$ cat src/rtl/mat_result_writer.sv
// Result-stream sink: captures a row-major element stream into a small FIFO,
// writes each element to matrix storage, checks framing, then commits dims.
module mat_result_writer #(
    parameter int DIM_WIDTH  = 3,
    parameter int DATA_WIDTH = 8,
    parameter int FIFO_DEPTH = 8
) (
    input  logic                   clk,
    input  logic                   rst,
    input  logic                   start,
    input  logic [DIM_WIDTH-1:0]   m_sel,
    input  logic [DIM_WIDTH-1:0]   n_sel,
    input  logic                   dst_slot,
    output logic                   ready,
    output logic                   busy,
    output logic                   done,
    output logic                   error,
    output logic [1:0]             err_code,
    input  logic                   in_valid,
    input  logic [DATA_WIDTH-1:0]  in_elem,
    input  logic                   in_row_end,
    input  logic                   in_last,
    input  logic [2*DIM_WIDTH-1:0] in_linear_idx,
    output logic                   wr_en,
    input  logic                   wr_ready,
    output logic                   wr_slot_idx,
    output logic [DIM_WIDTH-1:0]   wr_row_idx,
    output logic [DIM_WIDTH-1:0]   wr_col_idx,
    output logic [DATA_WIDTH-1:0]  wr_elem,
    output logic                   meta_wr_en,
    output logic [DIM_WIDTH-1:0]   meta_m,
    output logic [DIM_WIDTH-1:0]   meta_n
);
    localparam int AW = $clog2(FIFO_DEPTH);
    localparam int CW = AW + 1;
    localparam int IW = 2 * DIM_WIDTH;

    typedef enum logic [2:0] {S_IDLE, S_RECV, S_COMMIT, S_DONE, S_ERROR} state_t;

    state_t                 state_q;
    logic [DIM_WIDTH-1:0]   m_q, n_q;
    logic                   slot_q;
    logic [1:0]             err_code_q;
    logic                   ready_q, busy_q, done_q, error_q;
    logic                   meta_wr_en_q;
    logic [DIM_WIDTH-1:0]   meta_m_q, meta_n_q;
    logic [IW-1:0]          exp_idx_q;
    logic [DIM_WIDTH-1:0]   exp_col_q;
    logic                   last_seen_q;
    logic [DIM_WIDTH-1:0]   wr_row_q, wr_col_q;
    logic [DATA_WIDTH-1:0]  mem_q [FIFO_DEPTH];
    logic [AW-1:0]          wr_ptr_q, rd_ptr_q;
    logic [CW-1:0]          count_q;

    logic [IW-1:0]          mn_s;
    logic [IW-1:0]          last_idx_s;
    logic                   wr_en_s, pop_s, push_s, full_s;
    logic                   frame_err_s, ovf_s, push_ok_s, final_pop_s;

    assign mn_s       = {{DIM_WIDTH{1'b0}}, m_q} * {{DIM_WIDTH{1'b0}}, n_q};
    assign last_idx_s = mn_s - IW'(1);

    assign wr_en_s   = (state_q == S_RECV) && (count_q != CW'(0));
    assign pop_s     = wr_en_s && wr_ready;
    assign push_s    = (state_q == S_RECV) && in_valid;
    assign full_s    = (count_q == CW'(FIFO_DEPTH));

    // Any element after the accepted last one is a framing error too.
    assign frame_err_s = push_s && (last_seen_q
                                    || (in_linear_idx != exp_idx_q)
                                    || (in_row_end != (exp_col_q == n_q - DIM_WIDTH'(1)))
                                    || (in_last != (exp_idx_q == last_idx_s)));
    assign ovf_s       = push_s && full_s && !pop_s;
    assign push_ok_s   = push_s && !frame_err_s && !ovf_s;
    assign final_pop_s = pop_s && (wr_row_q == m_q - DIM_WIDTH'(1))
                               && (wr_col_q == n_q - DIM_WIDTH'(1));

    assign ready       = ready_q;
    assign busy        = busy_q;
    assign done        = done_q;
    assign error       = error_q;
    assign err_code    = err_code_q;
    assign wr_en       = wr_en_s;
    assign wr_slot_idx = slot_q;
    assign wr_row_idx  = wr_row_q;
    assign wr_col_idx  = wr_col_q;
    assign wr_elem     = wr_en_s ? mem_q[rd_ptr_q] : {DATA_WIDTH{1'b0}};
    assign meta_wr_en  = meta_wr_en_q;
    assign meta_m      = meta_m_q;
    assign meta_n      = meta_n_q;

    // FIFO storage; contents need no reset since wr_elem is gated by wr_en.
    always_ff @(posedge clk) begin
        if (push_ok_s) begin
            mem_q[wr_ptr_q] <= in_elem;
        end
    end

    // Control FSM, stream counters, FIFO pointers and registered status outputs.
    always_ff @(posedge clk) begin
        if (rst) begin
            state_q      <= S_IDLE;
            m_q          <= '0;
            n_q          <= '0;
            slot_q       <= 1'b0;
            err_code_q   <= 2'd0;
            ready_q      <= 1'b1;
            busy_q       <= 1'b0;
            done_q       <= 1'b0;
            error_q      <= 1'b0;
            meta_wr_en_q <= 1'b0;
            meta_m_q     <= '0;
            meta_n_q     <= '0;
            exp_idx_q    <= '0;
            exp_col_q    <= '0;
            last_seen_q  <= 1'b0;
            wr_row_q     <= '0;
            wr_col_q     <= '0;
            wr_ptr_q     <= '0;
            rd_ptr_q     <= '0;
            count_q      <= '0;
        end else begin
            done_q       <= 1'b0;
            error_q      <= 1'b0;
            meta_wr_en_q <= 1'b0;
            case (state_q)
                S_IDLE: begin
                    if (start) begin
                        m_q         <= m_sel;
                        n_q         <= n_sel;
                        slot_q      <= dst_slot;
                        err_code_q  <= 2'd0;
                        exp_idx_q   <= '0;
                        exp_col_q   <= '0;
                        last_seen_q <= 1'b0;
                        wr_row_q    <= '0;
                        wr_col_q    <= '0;
                        wr_ptr_q    <= '0;
                        rd_ptr_q    <= '0;
                        count_q     <= '0;
                        ready_q     <= 1'b0;
                        if ((m_sel == DIM_WIDTH'(0)) || (n_sel == DIM_WIDTH'(0))) begin
                            state_q    <= S_ERROR;
                            err_code_q <= 2'd1;
                            error_q    <= 1'b1;
                            busy_q     <= 1'b0;
                        end else begin
                            state_q <= S_RECV;
                            busy_q  <= 1'b1;
                        end
                    end
                end
                S_RECV: begin
                    if (frame_err_s || ovf_s) begin
                        state_q    <= S_ERROR;
                        err_code_q <= frame_err_s ? 2'd3 : 2'd2;
                        error_q    <= 1'b1;
                        busy_q     <= 1'b0;
                        wr_ptr_q   <= '0;
                        rd_ptr_q   <= '0;
                        count_q    <= '0;
                    end else begin
                        if (push_ok_s) begin
                            wr_ptr_q  <= wr_ptr_q + AW'(1);
                            exp_idx_q <= exp_idx_q + IW'(1);
                            exp_col_q <= (exp_col_q == n_q - DIM_WIDTH'(1)) ? '0
                                                                          : exp_col_q + DIM_WIDTH'(1);
                            if (in_last) begin
                                last_seen_q <= 1'b1;
                            end
                        end
                        if (pop_s) begin
                            rd_ptr_q <= rd_ptr_q + AW'(1);
                            if (wr_col_q == n_q - DIM_WIDTH'(1)) begin
                                wr_col_q <= '0;
                                wr_row_q <= wr_row_q + DIM_WIDTH'(1);
                            end else begin
                                wr_col_q <= wr_col_q + DIM_WIDTH'(1);
                            end
                        end
                        count_q <= count_q + CW'(push_ok_s) - CW'(pop_s);
                        if (final_pop_s) begin
                            state_q      <= S_COMMIT;
                            meta_wr_en_q <= 1'b1;
                            meta_m_q     <= m_q;
                            meta_n_q     <= n_q;
                        end
                    end
                end
                S_COMMIT: begin
                    state_q <= S_DONE;
                    done_q  <= 1'b1;
                    busy_q  <= 1'b0;
                end
                S_DONE: begin
                    state_q <= S_IDLE;
                    ready_q <= 1'b1;
                end
                S_ERROR: begin
                    state_q <= S_IDLE;
                    ready_q <= 1'b1;
                end
                default: begin
                    state_q <= S_IDLE;
                    ready_q <= 1'b1;
                    busy_q  <= 1'b0;
                end
            endcase
        end
    end
endmodule

$ cat config.mk
export PLATFORM = sky130hd
export DESIGN_NAME = mat_result_writer
export DESIGN_NICKNAME = d
export VERILOG_FILES = /design/src/rtl/mat_result_writer.sv
export SDC_FILE = /design/constraint.sdc
export NUM_CORES = 1
export LEC_CHECK = 0
export CAP_MARGIN = 5
export CORE_MARGIN = 2
export CORE_UTILIZATION = 25
export DETAILED_ROUTE_END_ITERATION = 16
export DONT_BUFFER_PORTS = 1
export HOLD_SLACK_MARGIN = 0.08
export SYNTH_ARGS = -nofsm -noshare
export SYNTH_HDL_FRONTEND = slang
export SYNTH_SLANG_ARGS = --single-unit
$ cat constraint.sdc
create_clock -name clk -period 5.15 [get_ports clk]
set_input_delay 0.515 -clock clk [delete_from_list [all_inputs] [get_ports clk]]
set_output_delay 0.515 -clock clk [all_outputs]
set_load 0.03 [all_outputs]
-- Word level (Yosys, flattened, before mapping)
Memory sizes are Yosys's and may differ from the RTL's. A register that Yosys moved wholly into a read port is not among the register bits.
Cells that the tools add are included.
- add/subtract/negate cells: 11
- multiply operators: 1
- divide/modulo/power cells: 0
- $lt $le $gt $ge: 0
- equality and inequality tests: 22
- shift operators: 0
- muxes and demuxes: 57
- bitwise gates (word level): 4
- reduce and logical (&&, ||, !) cells: 39
- operator list (cell ; number):
    $mux W3 ; 20
    $pmux W3 S2 ; 5
    $mux W6 ; 3
    $mux W1 ; 16
    $add A3 B1 Y3 const B ; 5
    $reduce_and A3 Y1 ; 5
    $pmux W6 S2 ; 1
    $logic_and A1 B1 Y1 ; 10
    $ne A2 B2 Y1 const B ; 5
    $reduce_and A5 Y1 ; 2
    $eq A3 B3 Y1 ; 3
    $logic_not A3 Y1 ; 3
    $ne A3 B2 Y1 const B ; 3
    $pmux W3 S3 ; 1
    $mux W4 ; 2
    $mux W8 ; 1
    $pmux W4 S2 ; 1
    $reduce_and A2 Y1 ; 4
    $reduce_and A4 Y1 ; 2
    $add A6 B1 Y6 const B ; 1
    $eq A3 B2 Y1 const B ; 2
    $eq A6 B6 Y1 ; 1
    $mul A3 B3 Y6 ; 1
    $ne A6 B6 Y1 ; 1
    other kinds (20) ; 36
- flip-flop bits (word level): 49
- bits in latches: 0
- bits in writable memories: 64
- memory bits (read-only): 0
- input port bits: 28
- output and inout port bits: 29
- word-level logic and storage cells: 155
- memories: 1
- memories (memory ; words ; width ; rd ports ; clocked after Yosys merged registers in ; wr ports ; RTL line ; source):
    mem_q ; 8 ; 8 ; 1 ; 1 ; 1 ; 51 ; logic [DATA_WIDTH-1:0] mem_q [FIFO_DEPTH];

-- Longest topological paths before layout
- word-level depth: 13
- gate-level depth with buffers: 22
- gate-level depth less buffers: 19

-- Least setup slack after synthesis
No wires, ideal clock.
- path type: reg2reg
- start: reg n_q[2]
- end: mem mem_q[4][0] (enable)
- setup time: 398 ps
- data arrival time: 4488 ps
- required time: 4752 ps
- slack: 264 ps
- cell stages (with the launch flop): 15
- buffers on the path: 3
- period minus slack after synthesis: 4886 ps
- cell sequence: dfxtp_1 -> clkbuf_1 -> nand2_1 -> ha_1 -> fa_1 -> fa_1 -> xor2_1 -> nand2_1 -> or4b_4 -> nor4_2 -> o211a_1 -> buf_6 -> inv_2 -> buf_2 -> nor4b_1
- cells in the longest elaborated chain, start to end: 11
- elaborated cells between the ends (all ways): 15
- those cells by class: add/sub: 2; mul: 1; eq/ne: 4; mux: 2; reduce/logical: 6
- ends and longest elaborated chain (element ; RTL line ; source):
    from (decl) ; 41 ; logic [DIM_WIDTH-1:0] m_q, n_q;
    from (signal assigned) ; 130 ; n_q <= n_sel;
    $mul A3 B3 Y6 or $sub A3 B1 Y3 (tied branches) ; 60, 71 ;
    $sub A6 B1 Y6 or $eq A3 B3 Y1 (tied branches) ; 61, 71 ;
    $eq A6 B6 Y1 or $ne A1 B1 Y1 (tied branches) ; 72, 71 ;
    $ne A1 B1 Y1 or $logic_or A1 B1 Y1 (tied branches) ; 72, 71 ;
    $logic_or A1 B1 Y1 (*) ; 72 ; || (in_last != (exp_idx_q == last_idx_s)));
    $logic_and A1 B1 Y1 (*) ; 69 ; assign frame_err_s = push_s && (last_seen_q
    $logic_not A1 Y1 (*) ; 74 ; assign push_ok_s = push_s && !frame_err_s && !ovf_s;
    $logic_and A1 B1 Y1 (*) (2 in a row) ; 74 ;
    $mux W1 (*) ; 94 ; if (push_ok_s) begin
    $mux W1 (not written as such) (*) ; 95 ; mem_q[wr_ptr_q] <= in_elem;
    to (decl) ; 51 ;
Mark *: on every way between the ends. The rest lies on a longest branch, timed or not.

-- Final worst setup path
- start: reg n_q[2]
- end: reg count_q[2]
- cells in the longest elaborated chain, start to end: 13
- elaborated cells between the ends (all ways): 18
- those cells by class: add/sub: 4; mul: 1; eq/ne: 4; mux: 2; reduce/logical: 7
- ends and longest elaborated chain (element ; RTL line ; source):
    $mul A3 B3 Y6 or $sub A3 B1 Y3 (tied branches) ; 60, 71 ;
    $sub A6 B1 Y6 or $eq A3 B3 Y1 (tied branches) ; 61, 71 ;
    $eq A6 B6 Y1 or $ne A1 B1 Y1 (tied branches) ; 72, 71 ;
    $ne A1 B1 Y1 or $logic_or A1 B1 Y1 (tied branches) ; 72, 71 ;
    $logic_or A1 B1 Y1 (*) ; 72 ;
    $logic_and A1 B1 Y1 (*) ; 69 ;
    $logic_not A1 Y1 ; 74 ;
    $logic_and A1 B1 Y1 (2 in a row) ; 74 ;
    $add A4 B1 Y4 ; 181 ; count_q <= count_q + CW'(push_ok_s) - CW'(pop_s);
    $sub A4 B1 Y4 ; 181 ;
    $mux W4 (*) ; 154 ; if (frame_err_s || ovf_s) begin
    $pmux W4 S2 (*) ; 126 ; case (state_q)
    to (signal assigned) ; 181 ;
    to (decl) ; 53 ; logic [CW-1:0] count_q;
Marked as above.
A chain may end at the register's enable or synchronous reset.

==> metrics <==
min-delay worst type=in -> reg; initial antenna violation count=0; antenna-violating nets left=0; largest family of logic cells by synthesized area=simple AND/OR/NAND/NOR gates; layout net count=556; Met1 Wirelength=5930 um; Synth Area in Compound Gates=8.02%; clock buffer count from CTS=17; Worst-Margin Slew=0.923 ns; CTS root buffer=clkbuf_16; Post-DP HPWL=9130 um; setup tns final=0 ns; Antenna diodes=0; Critical Path Max Stage Delay=0.57 ns; GPL Wtd Cong=0.823; port bufs=0; clk buf depth=2; Net Count, Synth=553; leak pwr=2.22 nW; later-pin clock latency in the skew report=0.41 ns; Synthesis Warnings=0; post-route core utilization=29.8%; final hold vios=0; share of the yosys chip area belonging to registers=53.2%; width of the die=153 um; #FFs+latches synth=116; Reg-to-Reg Start=n_q[2]; TritonCTS Sinks=116; gr usage total=11.4%; Yosys cell types=55; DR vias=3700; Met3 Routed Length=918 um; Tcrit/Tclk final=90.9%; Fin Clk Skew=0.0113 ns; Core ar.=21800 um^2; WP data arrival=4.97 ns; Mapped Area=5570 um^2; Placement Cell Area=5910 um^2; IO Count=57; first-pass GRT wire length=20600 um; most frequent cells in the layout=69 x nand2_1, 64 x edfxtp_1, 52 x dfxtp_1; mux cell area share after synthesis=8.98%; CP Capture Type=flip-flop; Die Y=153 um; total wire length=13000 um; leading cell type in the layout, fill and taps excluded=nand2_1; share of cells above drive strength 1=13.4%; Post-Syn Instances=499; WHS=0.182 ns; DR iter-0 viols=218; Power, Total=2.33 mW; status=finished, final reports clean; Clk pin slew, worst setup/hold paths=0.06 ns; Avg Cell Area, Syn=11.2 um^2; Async S/R FF share, synth=0%; vias in the first global route=3655; Buf/Inv on CP=2; Initial Util=25.5%; Critical Path Source=n_q[2]; DR WL/cell=16.3 um; critical path peak fanout=14; Core Rows=54; largest net degree at the start of global routing=31; fin crit period=4.68 ns; fillers=2227; DRC=0; area growth from synthesis to layout=16.9%; Worst setup SP type=flip-flop; H-tree Lvls=4; Primary FF master, synth=edfxtp_1; grt total ovfl=0; post-CTS sizing=0; CP cell instances=nand2_1 -> ha_1 -> fa_1 -> fa_1 -> xor2_1 -> nand2_1 -> or4b_4 -> nor4_2 -> o211a_1 -> inv_2 -> ha_1 -> inv_1 -> ha_1 -> fa_1 -> xnor2_1 -> o21ai_0; RSZ-0062 raised after global routing=no; HP Start=rst; Synth Area in Adders=6.24%; Via density=4.65; Setup-failing EPs final=0; worst vdd ir=184 uV; first-pass iteration count of the detailed router=5; highest metal used=met4; WL met2=5850 um; Final Max Slew Viols=0; pwr dens=357 nW/um^2; Slew HR=38.4%; delay-heaviest family, CP=adder cells; Synth Area in Simple Gates=14.7%; Setup Buffers After CTS=0; Worst Setup Path Type=reg -> reg; Post-synth EDFFs=64; achievable frequency=0.214 GHz; required time worst endpoint=5.43 ns; post-synthesis xor/xnor area fraction=4.96%; max_cap viols=0; Slowest-stage cell, CP=fa_1; post-route cell area=6510 um^2; die footprint=23500 um^2; CTS tree=yes; CTS hold repair buffers=0
-- metal layers --
metal	up-vias	track usage, %
li1	1807	-
met1	1781	15.1
met4	0	4.10
met5	-	0
met3	18	3.97
met2	94	17.2
-- synthesized netlist by cell type, drive strengths merged (2+ instances only) --
cell type | count | area, um^2
nand2b | 4 | 25.0
nand4b | 2 | 17.5
a31oi | 4 | 25.0
o211ai | 3 | 22.5
clkbuf | 17 | 63.8
o31ai | 3 | 22.5
or4 | 2 | 18.8
and3 | 5 | 31.3
nor3b | 4 | 30.0
or2 | 2 | 12.5
nand2 | 69 | 259
ha | 23 | 288
dfxtp | 52 | 1040
xor2 | 14 | 123
o22ai | 4 | 25.0
nor3 | 12 | 60.1
o32ai | 3 | 26.3
nand3 | 15 | 75.1
buf | 11 | 55.1
nand4 | 5 | 31.3
o21ai | 20 | 100
and2 | 4 | 27.5
nor4b | 3 | 26.3
nand3b | 2 | 15.0
xnor2 | 15 | 131
a21o | 3 | 22.5
or3 | 2 | 12.5
nor2 | 31 | 116
fa | 3 | 60.1
nor4 | 4 | 31.3
a21oi | 25 | 125
mux2i | 14 | 140
mux4 | 16 | 360
edfxtp | 64 | 1920
inv | 27 | 101
-- cell families after synthesis --
kind of cell,count (synthesis)
simple gates,169
flops,116
compound gates,73
buf+inv,55
xor+xnor,30
mux,30
fa+ha+maj,26
-- per-stage QoR --
stage          instances  setup slack [ns]
6_report             795             0.468
3_3_place_gp         763             0.568
4_1_cts              795             0.450
5_1_grt              795             0.149
2_1_floorplan        499             0.264
3_5_place_dp         763             0.460
-- sequential cells by signal, summed over array words and instances, names as in the netlist, 2 cells and up, named ones only --
register / cells
state_q: 3
mem_q: 64
wr_row_idx: 3
exp_col_q: 3
count_q: 4
wr_ptr_q: 3
err_code: 2
exp_idx_q: 6
wr_col_idx: 3
m_q: 3
n_q: 3
meta_n: 3
rd_ptr_q: 3
meta_m: 3
-- worst paths after layout --
| kind | depth (start not counted) | end | slack [ns] |
|---|---|---|---|
| worst max-delay path | 16 | count_q[2] | 0.47 |
| worst min-delay path | 1 | n_q[2] | 0.18 |
| worst max register to register | 16 | count_q[2] | 0.47 |
| worst min register to register | 1 | rd_ptr_q[2] | 0.45 |
-- layout make-up --
type	count	area, um^2	area share, %
Timing Repair Buffer	12	90.1	1.38
Multi-Input combinational cell	328	2400	36.9
Sequential cell	116	2960	45.5
Clock inverter	15	180	2.77
Inverter	27	101	1.56
Tap cell	280	350	5.38
Clock buffer	17	425	6.53
-- report_power, final --
part | leakage, nW | total [mW] | internal, mW | switching, mW
combinational | 0.936 | 0.118 | 0.0449 | 0.0734
clock | 0.293 | 1.20 | 0.764 | 0.433
sequential | 0.996 | 1.01 | 0.986 | 0.0261
(Power assumes the default switching activity.)
==> RTL change: new RTL, same flow settings <==
The 5 states of `state_t` get a one-hot encoding in 5 bits.
--- a/src/rtl/mat_result_writer.sv
+++ b/src/rtl/mat_result_writer.sv
@@ -35,7 +35,7 @@
     localparam int CW = AW + 1;
     localparam int IW = 2 * DIM_WIDTH;
 
-    typedef enum logic [2:0] {S_IDLE, S_RECV, S_COMMIT, S_DONE, S_ERROR} state_t;
+    typedef enum logic [4:0] {S_IDLE = 5'b00001, S_RECV = 5'b00010, S_COMMIT = 5'b00100, S_DONE = 5'b01000, S_ERROR = 5'b10000} state_t;
 
     state_t                 state_q;
     logic [DIM_WIDTH-1:0]   m_q, n_q;
Formal check against the unedited RTL: same outputs for any inputs over 4 cycles, from zero or initial values and one cycle with rst high; so few cycles prove little.
==> RTL change against the original RTL <==
- maximum frequency increased by 0.76%
- area after synthesis is 3.7% higher
- clock power is 9% lower
- wire length shrank 2.6%
- final area rose by 1.3%
- setup slack gained 0.035 ns
- synthesized cell count down 1.8%
- sequential cell count grew 2
- cell count fell by 0.50%
- power fell by 3.8%
- clock skew shrank 0.0039 ns
- critical path type unchanged
==> RTL change: results <==
export IMPL_ys_warn_count=0
export IMPL_worst_path_dominant_cell_family="adder cells"
export IMPL_drive_above_1_share=0.152
export IMPL_postSynthNetCount=544
export IMPL_diodes=0
export IMPL_number_of_global_route_vias_before_repair=3624
export IMPL_layoutNonFillerInstCount=791
export IMPL_synth_compound_area_frac=0.0723
export IMPL_design_final_nets=548
export IMPL_maximum_number_of_pins_on_one_net_before_global_route_repair=31
export IMPL_detailedPlacementHpwl_mm=8.80
export IMPL_detail_route_vias_per_cell=4.61
export IMPL_hold_path_class="primary input to register"
export IMPL_dpl_cell_area_um2=6040
export IMPL_fin_worst_skew_ns=0.00742
export IMPL_vdd_drop_max_v=0.000206
export IMPL_post_synth_fa_ha_maj_area_fraction=0.0602
export IMPL_timing_slew_headroom=0.283
export IMPL_grt_antenna_before_repair=0
export IMPL_largestRegisters="mem_q: 64 flops, exp_idx_q: 6 flops, state_q: 5 flops"
export IMPL_synth_sequential_area_ratio=0.519
export IMPL_grtUsageTotal=0.108
export IMPL_first_pass_grt_wire_length_mm=19.8
export IMPL_avgRoutedWirePerCell_um=15.9
export IMPL_placed_cells=760
export IMPL_yosys_mux_area_fraction=0.0969
export IMPL_timing_critical_path_slowest_cell_delay_ns=0.51
export IMPL_layout_filler_cells=2306
export IMPL_cts_resized=0
export IMPL_arrival_ns=4.95
export IMPL_drt_first_iter_violations=236
export IMPL_critical_path_slowest_cell="sky130_fd_sc_hd__fa_1"
export IMPL_place_gp_congestion=0.796
export IMPL_synth_commonest_cells="66 x sky130_fd_sc_hd__nand2_1, 64 x sky130_fd_sc_hd__edfxtp_1, 54 x sky130_fd_sc_hd__dfxtp_1"
export IMPL_outcome="finished clean"
export IMPL_yosys_top_cells_area="sky130_fd_sc_hd__edfxtp_1 33%, sky130_fd_sc_hd__dfxtp_1 19%, sky130_fd_sc_hd__mux4_2 6.2%, sky130_fd_sc_hd__ha_1 5.0%, sky130_fd_sc_hd__nand2_1 4.3%"
export IMPL_synth_avg_cell_area_um2=11.8
export IMPL_drt_pass1_iterations=4
export IMPL_worst_r2r_path_depth=15
export IMPL_leakage_power_summed_over_all_cells_nw=2.27
export IMPL_xor_xnor_share_of_the_synthesized_area=0.0509
export IMPL_starting_density_of_the_core=0.255
export IMPL_count_of_different_cell_masters_after_synthesis=62
[RTL change: changes by cell type after synthesis, sizes merged, moves of 4 or more]
cell	change
o21ai	-8
mux2i	+6
and4	+5
and3	+4
inv	-4
o22ai	-4
[RTL change: cell type report]
cell class,count,area share
inverters,24,0.0144
clock buffers,17,0.0645
well taps,285,0.0541
clock inverters,14,0.0194
repair buffers,10,0.0114
multi-input cells,323,0.381
flip-flops and latches,118,0.455
[RTL change: per-stage QoR]
stage,setup WS [ns],util
floorplan,0.816,-
global placement,0.626,0.267
detailed placement,0.468,0.267
CTS,0.467,0.291
global route,0.0877,0.291
finish,0.503,0.291
[RTL change: path summary, 6_finish.rpt]
| kind | end | from | slack, ns |
|---|---|---|---|
| worst max-delay path | count_q[1] | m_q[0] | 0.50 |
| worst min-delay path | m_q[2] | rst | 0.17 |
| worst max register to register | count_q[1] | m_q[0] | 0.50 |
| worst min register to register | count_q[2] | count_q[2] | 0.47 |
[RTL change: worst register-to-register path, stage by stage (launching register included)]
cell                       delay (ns)
sky130_fd_sc_hd__dfxtp_1         0.47
sky130_fd_sc_hd__nand2_1         0.09
sky130_fd_sc_hd__ha_1            0.32
sky130_fd_sc_hd__fa_1            0.51
sky130_fd_sc_hd__fa_1            0.50
sky130_fd_sc_hd__xnor2_1         0.17
sky130_fd_sc_hd__nor4_4          0.15
sky130_fd_sc_hd__nand2_2         0.12
sky130_fd_sc_hd__o31ai_1         0.28
sky130_fd_sc_hd__and4_1          0.49
sky130_fd_sc_hd__clkinv_4        0.23
sky130_fd_sc_hd__ha_1            0.33
sky130_fd_sc_hd__inv_1           0.04
sky130_fd_sc_hd__ha_1            0.20
sky130_fd_sc_hd__fa_1            0.43
sky130_fd_sc_hd__a22o_1          0.21
[RTL change: cell families after synthesis]
family | count (synthesis)
AOI/OAI and AO/OA | 58
muxes | 36
DFF | 118
and+or+nand+nor | 171
xor gates and xnor gates | 32
adders and majority gates | 26
buffers and inverters | 49
[RTL change: power by group]
| group | internal, W | switching [W] |
|---|---|---|
| registers | 0.00100 | 0.0000236 |
| logic | 0.0000455 | 0.0000746 |
| clock network | 0.000662 | 0.000430 |
[RTL change: per-layer routing]
metal / up-vias / wire length (µm) / global-route usage
li1: 1791 / - / -
met1: 1764 / 5790 / 0.135
met2: 79 / 5850 / 0.171
met3: 9 / 898 / 0.0450
met4: 0 / 75 / 0.0310
met5: - / 0 / 0
